`src/rtl/regfile_wb.sv`:
```
// rtl/regfile_wb.sv - 31x32 MIPS general-purpose register file with write-back bypass to two read ports
module regfile_wb #(
    parameter int DATA_W   = 32,
    parameter int ADDR_W   = 5,
    parameter int NUM_REGS = 32
) (
    input  logic              clk,
    input  logic              rst,
    input  logic              we,
    input  logic [ADDR_W-1:0] waddr,
    input  logic [DATA_W-1:0] wdata,
    input  logic              re1,
    input  logic [ADDR_W-1:0] raddr1,
    output logic [DATA_W-1:0] rdata1,
    input  logic              re2,
    input  logic [ADDR_W-1:0] raddr2,
    output logic [DATA_W-1:0] rdata2
);

    // r0 is hardwired to zero, so only r1..rN-1 hold state.
    logic [DATA_W-1:0] regs_q [1:NUM_REGS-1];

    // Full-range view of the array with r0 tied to zero, so read muxes index it directly.
    logic [DATA_W-1:0] rd_view [0:NUM_REGS-1];

    // A write to r0 never reaches the array: no register matches address 0.
    logic wr_valid;
    assign wr_valid = we && (waddr != '0);

    assign rd_view[0] = '0;

    genvar g;
    generate
        for (g = 1; g < NUM_REGS; g++) begin : g_reg
            logic              wr_hit;
            logic [DATA_W-1:0] reg_d;

            assign wr_hit = wr_valid && (waddr == ADDR_W'(g));

            // Next-state: load write data on an address hit, otherwise hold.
            always_comb begin
                reg_d = regs_q[g];
                if (wr_hit) begin
                    reg_d = wdata;
                end
            end

            // Synchronous clear dominates any write presented in the same cycle.
            always_ff @(posedge clk) begin
                if (rst) begin
                    regs_q[g] <= '0;
                end else begin
                    regs_q[g] <= reg_d;
                end
            end

            assign rd_view[g] = regs_q[g];
        end
    endgenerate

    // Read port 1: reset, r0, write-first bypass, array, then disabled, in that priority.
    always_comb begin
        rdata1 = '0;
        if (rst) begin
            rdata1 = '0;
        end else if (raddr1 == '0) begin
            rdata1 = '0;
        end else if (re1 && we && (waddr == raddr1)) begin
            rdata1 = wdata;
        end else if (re1) begin
            rdata1 = rd_view[raddr1];
        end
    end

    // Read port 2: same priority as port 1, fully independent of it.
    always_comb begin
        rdata2 = '0;
        if (rst) begin
            rdata2 = '0;
        end else if (raddr2 == '0) begin
            rdata2 = '0;
        end else if (re2 && we && (waddr == raddr2)) begin
            rdata2 = wdata;
        end else if (re2) begin
            rdata2 = rd_view[raddr2];
        end
    end

endmodule
```
`config.mk`:
```
export PLATFORM = sky130hd
export DESIGN_NAME = regfile_wb
export DESIGN_NICKNAME = d
export VERILOG_FILES = /design/src/rtl/regfile_wb.sv
export SDC_FILE = /design/constraint.sdc
export NUM_CORES = 2
export LEC_CHECK = 0
export BUFFER_PORTS_ARGS = -buffer_cell sky130_fd_sc_hd__buf_2
export CAP_MARGIN = 20
export CORE_MARGIN = 2
export CORE_UTILIZATION = 40
export CTS_CLUSTER_SIZE = 12
export DETAILED_ROUTE_END_ITERATION = 10
export SLEW_MARGIN = 30
export SYNTH_ARGS = -nofsm -noshare
export SYNTH_HDL_FRONTEND = slang
export SYNTH_SLANG_ARGS = --single-unit
```
`constraint.sdc`:
```
create_clock -name clk -period 4.1 [get_ports clk]
set_clock_uncertainty 0.2 [all_clocks]
set_input_delay 0.205 -clock clk [delete_from_list [all_inputs] [get_ports clk]]
set_output_delay 0.205 -clock clk [all_outputs]
set_load 0.005 [all_outputs]
```
; ---- After elaboration in Yosys (flattened, before gate mapping)
; Memories as Yosys holds them, arrays and structs flattened.
; Index checks and enable logic that the tools add are counted.
; W data, S select, Z words.
[word_totals]
reg_bits = 0
mem_bits_rw = 992
input_bits = 52
output_inout_bits = 64
wordCells = 187
mem_count = 1
[memory_table]
columns = memory, words, word_bits, rd, rd_ports_with_merged_regs, write_ports, line_no
row1 = regs_q, 31, 32, 31, 0, 31, 21  ; logic [DATA_W-1:0] regs_q [1:NUM_REGS-1];
[classes]
magnitude_cmp = 2
n_eq_ne = 33
n_mux = 79
bitwise_logic = 33
n_reduce_logical = 39
[op_table]
columns = operator, count
row1 = $mux W32, 74
row2 = $bmux W32 S5, 2
row3 = $eq A5 B5 Y1 const B, 16
row4 = $eq A5 B4 Y1 const B, 8
row5 = $logic_and A1 B1 Y1, 36
row6 = $or A1 B1 Y1, 31
row7 = $eq A5 B3 Y1 const B, 4
row8 = $ge A6 B6 Y1 const B, 2
row9 = $not A5 Y6, 2
row10 = $eq A5 B2 Y1 const B, 2
row11 = $eq A5 B5 Y1, 2
row12 = $logic_not A5 Y1, 2
row13 = $eq A5 B1 Y1 const B, 1
row14 = $reduce_bool A5 Y1, 1
row15 = $mux W1, 3

; ---- Logic depth before layout (Yosys ltp)
[logic_depth]
depth_word = 8
mapped_depth = 9
depth_no_buf = 5

; ---- Worst setup path before layout
; No wires, ideal clock.
[synth_path]
path_kind = input -> output
startpoint = in raddr2[0]
endpoint = out rdata2[10]
t_arrival_ns = 1.815
required_ns = 3.695
slack_ns = 1.880
cell_stages = 8
path_buffers = 3
path_cell_list = buf_4 -> buf_4 -> buf_2 -> mux2_2 -> a221oi_1 -> o21a_1 -> a21oi_1 -> a22o_1
[synth_between]
elab_chain_cells = 8
word_cells_on_any_way = 11
classes_between = eq/ne: 1 / mux: 7 / bitwise: 1 / reduce/logical: 2
[synth_rtl]
columns = element, line_no
row1 = from (decl), 16  ; input logic [ADDR_W-1:0] raddr2,
row2 = $not A5 Y6 (implied by the code), 85  ; rdata2 = rd_view[raddr2];
row3 = $bmux W32 S5, 85
row4 = $mux W32 (implied by the code) (2 in a row), 85
row5 = $mux W32, 84  ; end else if (re2) begin
row6 = $mux W32, 82  ; end else if (re2 && we && (waddr == raddr2)) begin
row7 = $mux W32 (*), 80  ; end else if (raddr2 == '0) begin
row8 = $mux W32 (*), 78  ; if (rst) begin
row9 = to (decl), 17  ; output logic [DATA_W-1:0] rdata2
; Every way passes the cells marked *; elsewhere a longest branch is shown, timed or not. The select of a mux whose other input is x is not followed.

; ---- Worst setup path in the final report
[layout_path]
startpoint = in rst
endpoint = out rdata2[6]
[layout_between]
elab_chain_cells = 1
[layout_rtl]
columns = element, line_no
row1 = from (decl), 8  ; input logic rst,
row2 = $mux W32, 78
; Every way passes these cells.

==> out/results.md <==
| Quantity | Reported | Unit |
| --- | --- | --- |
| Status | finished, final reports clean | - |
| Portion of the clock cycle consumed by the worst path in the final layout | 87.8 | % |
| Kind of start point of the critical path | primary input | - |
| Share of synthesized flip-flops with an asynchronous set or reset | 0 | % |
| Cell with the most instances after synthesis | sky130_fd_sc_hd__nand2_1 | - |
| Starting utilization of the core area | 40.2 | % |
| Via count of the first global-routing pass | 43400 | - |
| Part of the power in registers | 45.7 | % |
| Sum of net half-perimeters after detailed placement | 122 | mm |
| CTS tree | yes | - |
| Residual DRC count | 0 | - |
| Tightest Pin Transition | 1.14 | ns |
| CTS Hold Buffers Added | 35 | - |
| CTS H-tree lvls | 3 | - |
| P_int | 15.8 | mW |
| Fill cell count | 12100 | - |
| Antenna-violating nets left | 0 | - |
| Arrival time of data at the critical path endpoint | 3.19 | ns |
| Maximum frequency from static timing analysis | 0.278 | GHz |
| Top-area cell type share of the netlist area | 38.9 | % |
| Share of the yosys chip area belonging to registers | 38.9 | % |
| Combinational power share | 8.9 | % |
| Core area | 127000 | µm² |
| Register with the most flip-flops | regs_q | - |
| Worst reg2reg path depth | 3 | - |
| Worst vdd rail ir drop | 324 | µV |
| Post-route setup TNS | 0 | ns |
| Final max-slew violation count | 0 | - |
| Global-route congestion overflow total | 0 | - |
| Clock root buffer master | sky130_fd_sc_hd__clkbuf_16 | - |
| Critical path data required time | 3.69 | ns |
| Flop and latch count out of synthesis | 992 | - |
| P_sw | 5.57 | mW |
| Die footprint | 130000 | µm² |
| IO Port Bufs | 115 | - |
| Clock slew seen by the registers of the worst setup and hold paths | 0.07 | ns |
| PwrDens | 375 | nW/µm² |
| Floorplan die height | 361 | µm |
| Synthesis warning total | 0 | - |
| Dominant register cell in the synthesized netlist | sky130_fd_sc_hd__dfxtp_1 | - |
| Critical Path Sink | rdata2[6] | - |
| Last weighted congestion value of the routability-driven placer | 0.874 | - |
| Skew-Pair Late Insertion Delay | 0.71 | ns |
| DRC violation total after the first TritonRoute iteration | 6520 | - |
| Count of flip-flops with a built-in enable after synthesis | 0 | - |
| Via count of the routed design | 46000 | - |
| FF-to-FF setup slack | 2.68 | ns |
| Routed via count divided by cell count | 6.26 | - |
| Total track usage | 30.5 | % |
| Mean instance size in the synthesized netlist | 8.82 | µm² |
| Setup repair after global routing missed its margin | false | - |
| Number of max-cap violations | 0 | - |
| Proportion of total power due to net switching | 26.1 | % |
| Average routed wire per standard cell | 27.9 | µm |
| Final Critical Period | 3.60 | ns |
| Pin count of the biggest net entering global routing | 206 | - |
| Sum of routed wire length over all layers | 205 | mm |
| Initial antenna violation count | 12 | - |
| Max-slew headroom | 23.8 | % |
| Number of cells produced by synthesis | 5784 | - |
| Die Width | 361 | µm |
| Worst setup slack after placement | 0.677 | ns |
| Count of cells resized by post-cts repair | 0 | - |
| # IOs | 116 | - |
| Site Rows | 131 | - |
| Worst-case setup margin in the final layout | 0.500 | ns |
| Total iterations of the first detailed-routing run | 5 | - |
| Largest registers | regs_q (992) | - |
| Area occupied by multi-input gates | 28800 | µm² |
| Max FFs per register | 992 | - |
| Final hold violation count | 0 | - |
| FF-to-FF End | regs_q[1][171] | - |
| Leakage power | 18.7 | nW |
| Maximum count of clock buffers along a single path | 3 | - |
| Type of the tightest min-delay check | primary input to register | - |
| TritonCTS Buffers | 105 | - |
| Post-Syn Area | 51000 | µm² |
| Total Nets Final | 5655 | - |
| Layout Utilization | 44.8 | % |
| Yosys top cell by area | sky130_fd_sc_hd__dfxtp_1 | - |
| Ratio of cells with drive above 1 in the final layout | 18.5 | % |
| Type of element capturing the critical path | output pin | - |
| Relative contribution of the clock network to total power | 45.3 | % |
| Largest cells by area after synthesis | sky130_fd_sc_hd__dfxtp_1, sky130_fd_sc_hd__mux4_2, sky130_fd_sc_hd__nand2_1, sky130_fd_sc_hd__a21oi_1, sky130_fd_sc_hd__clkbuf_1 | - |
| Start of the worst register-to-register path | regs_q[1][171] | - |
| Post-synth cell types | 47 | - |
| Sequential cell area | 19900 | µm² |
| Clock sink count | 992 | - |
| Largest driver fanout on the critical path | 111 | - |
| Count of final setup violators | 0 | - |
| Worst Setup SP | rst | - |
| Post-CTS setup repair buffer count | 0 | - |
| Wire length of the first global-routing pass | 297 | mm |
| Most numerous cell types in the synthesized netlist | sky130_fd_sc_hd__nand2_1, sky130_fd_sc_hd__dfxtp_1, sky130_fd_sc_hd__a21oi_1 | - |
| Post-synth net total | 5836 | - |
| Area Overhead vs Synth | 11.4 | % |
| Class of the most critical setup path | primary input to output pin | - |
-- worst max-delay path: stages --
cell,delay [ns]
sky130_fd_sc_hd__dlygate4sd3_1,0.59
sky130_fd_sc_hd__buf_8,0.30
sky130_fd_sc_hd__a31oi_1,0.35
sky130_fd_sc_hd__o211ai_1,0.18
sky130_fd_sc_hd__buf_4,0.28
sky130_fd_sc_hd__o41ai_1,0.90
sky130_fd_sc_hd__buf_2,0.26
-- layout make-up --
type | instances | area share [%]
inverters | 35 | 0.231
diodes | 6 | 0.0264
flip-flops and latches | 992 | 34.9
repair buffers | 315 | 4.62
multi-input cells | 4154 | 50.6
clock buffers | 157 | 5.41
clock inverters | 29 | 0.559
well taps | 1662 | 3.66
-- cells in the final DEF (no fill, tap or decap), types with 86 or more instances in the layout --
cell type,count
sky130_fd_sc_hd__a21oi_1,940
sky130_fd_sc_hd__a221oi_1,86
sky130_fd_sc_hd__buf_2,106
sky130_fd_sc_hd__buf_4,137
sky130_fd_sc_hd__clkbuf_16,107
sky130_fd_sc_hd__dfxtp_1,992
sky130_fd_sc_hd__mux2_2,112
sky130_fd_sc_hd__mux2i_1,150
sky130_fd_sc_hd__mux4_2,432
sky130_fd_sc_hd__nand2_1,1811
sky130_fd_sc_hd__nor2_1,164
-- worst min-delay path by stage --
| stage | slack, ns | depth (start not counted) | startpoint | to |
|---|---|---|---|---|
| after floorplan | 0.15 | 2 | wdata[31] | regs_q[1][223] |
| after global placement | 0.25 | 2 | regs_q[1][112] | regs_q[1][112] |
| after detailed placement | 0.26 | 2 | regs_q[0][461] | regs_q[0][461] |
| after CTS | 0.04 | 5 | waddr[3] | regs_q[0][422] |
| after global routing | 0.11 | 5 | waddr[3] | regs_q[0][422] |
| final | 0.09 | 5 | waddr[3] | regs_q[0][422] |
-- per-stage QoR --
stage / cell area, µm² / hold slack (ns) / instances / power (mW)
6_report: 56900 / 0.0904 / 7350 / 21.3
5_1_grt: 56900 / 0.109 / 7347 / 21.8
4_1_cts: 56800 / 0.0413 / 7343 / 21.3
3_5_place_dp: 53100 / 0.257 / 7122 / 11.8
3_3_place_gp: 53000 / 0.248 / 7121 / 11.8
2_1_floorplan: 51000 / 0.152 / 5784 / 11.1
-- power groups by stage --
stage          logic (mW)  clock network (mW)  registers (mW)
2_1_floorplan        1.19                   0            9.96
3_3_place_gp         1.82                   0            9.97
3_5_place_dp         1.83                   0            9.97
4_1_cts              1.86                9.73            9.76
5_1_grt              1.97                10.1            9.76
6_report             1.90                9.67            9.76
-- layer usage --
metal  share of wire [%]  GRT usage (%)  wire, µm
met1                  38           39.8     78000
met2                  44           46.5     91200
met3                  11           6.71     23400
met4                 6.1           17.8     12400
met5               0.015              0        30
-- kinds of logic (layout without fill, tap and decap cells) --
logic type	count (synthesis)	count (layout)	synth area share, %
and+or+nand+nor	2189	2189	16.8
AOI/OAI and AO/OA	1263	1263	14.2
DFF	992	992	38.9
muxes	694	694	24.5
buffers and inverters	638	536	5.46
xor gates and xnor gates	8	8	0.137
other	0	6	0
Power figures use the tool's default switching activity.
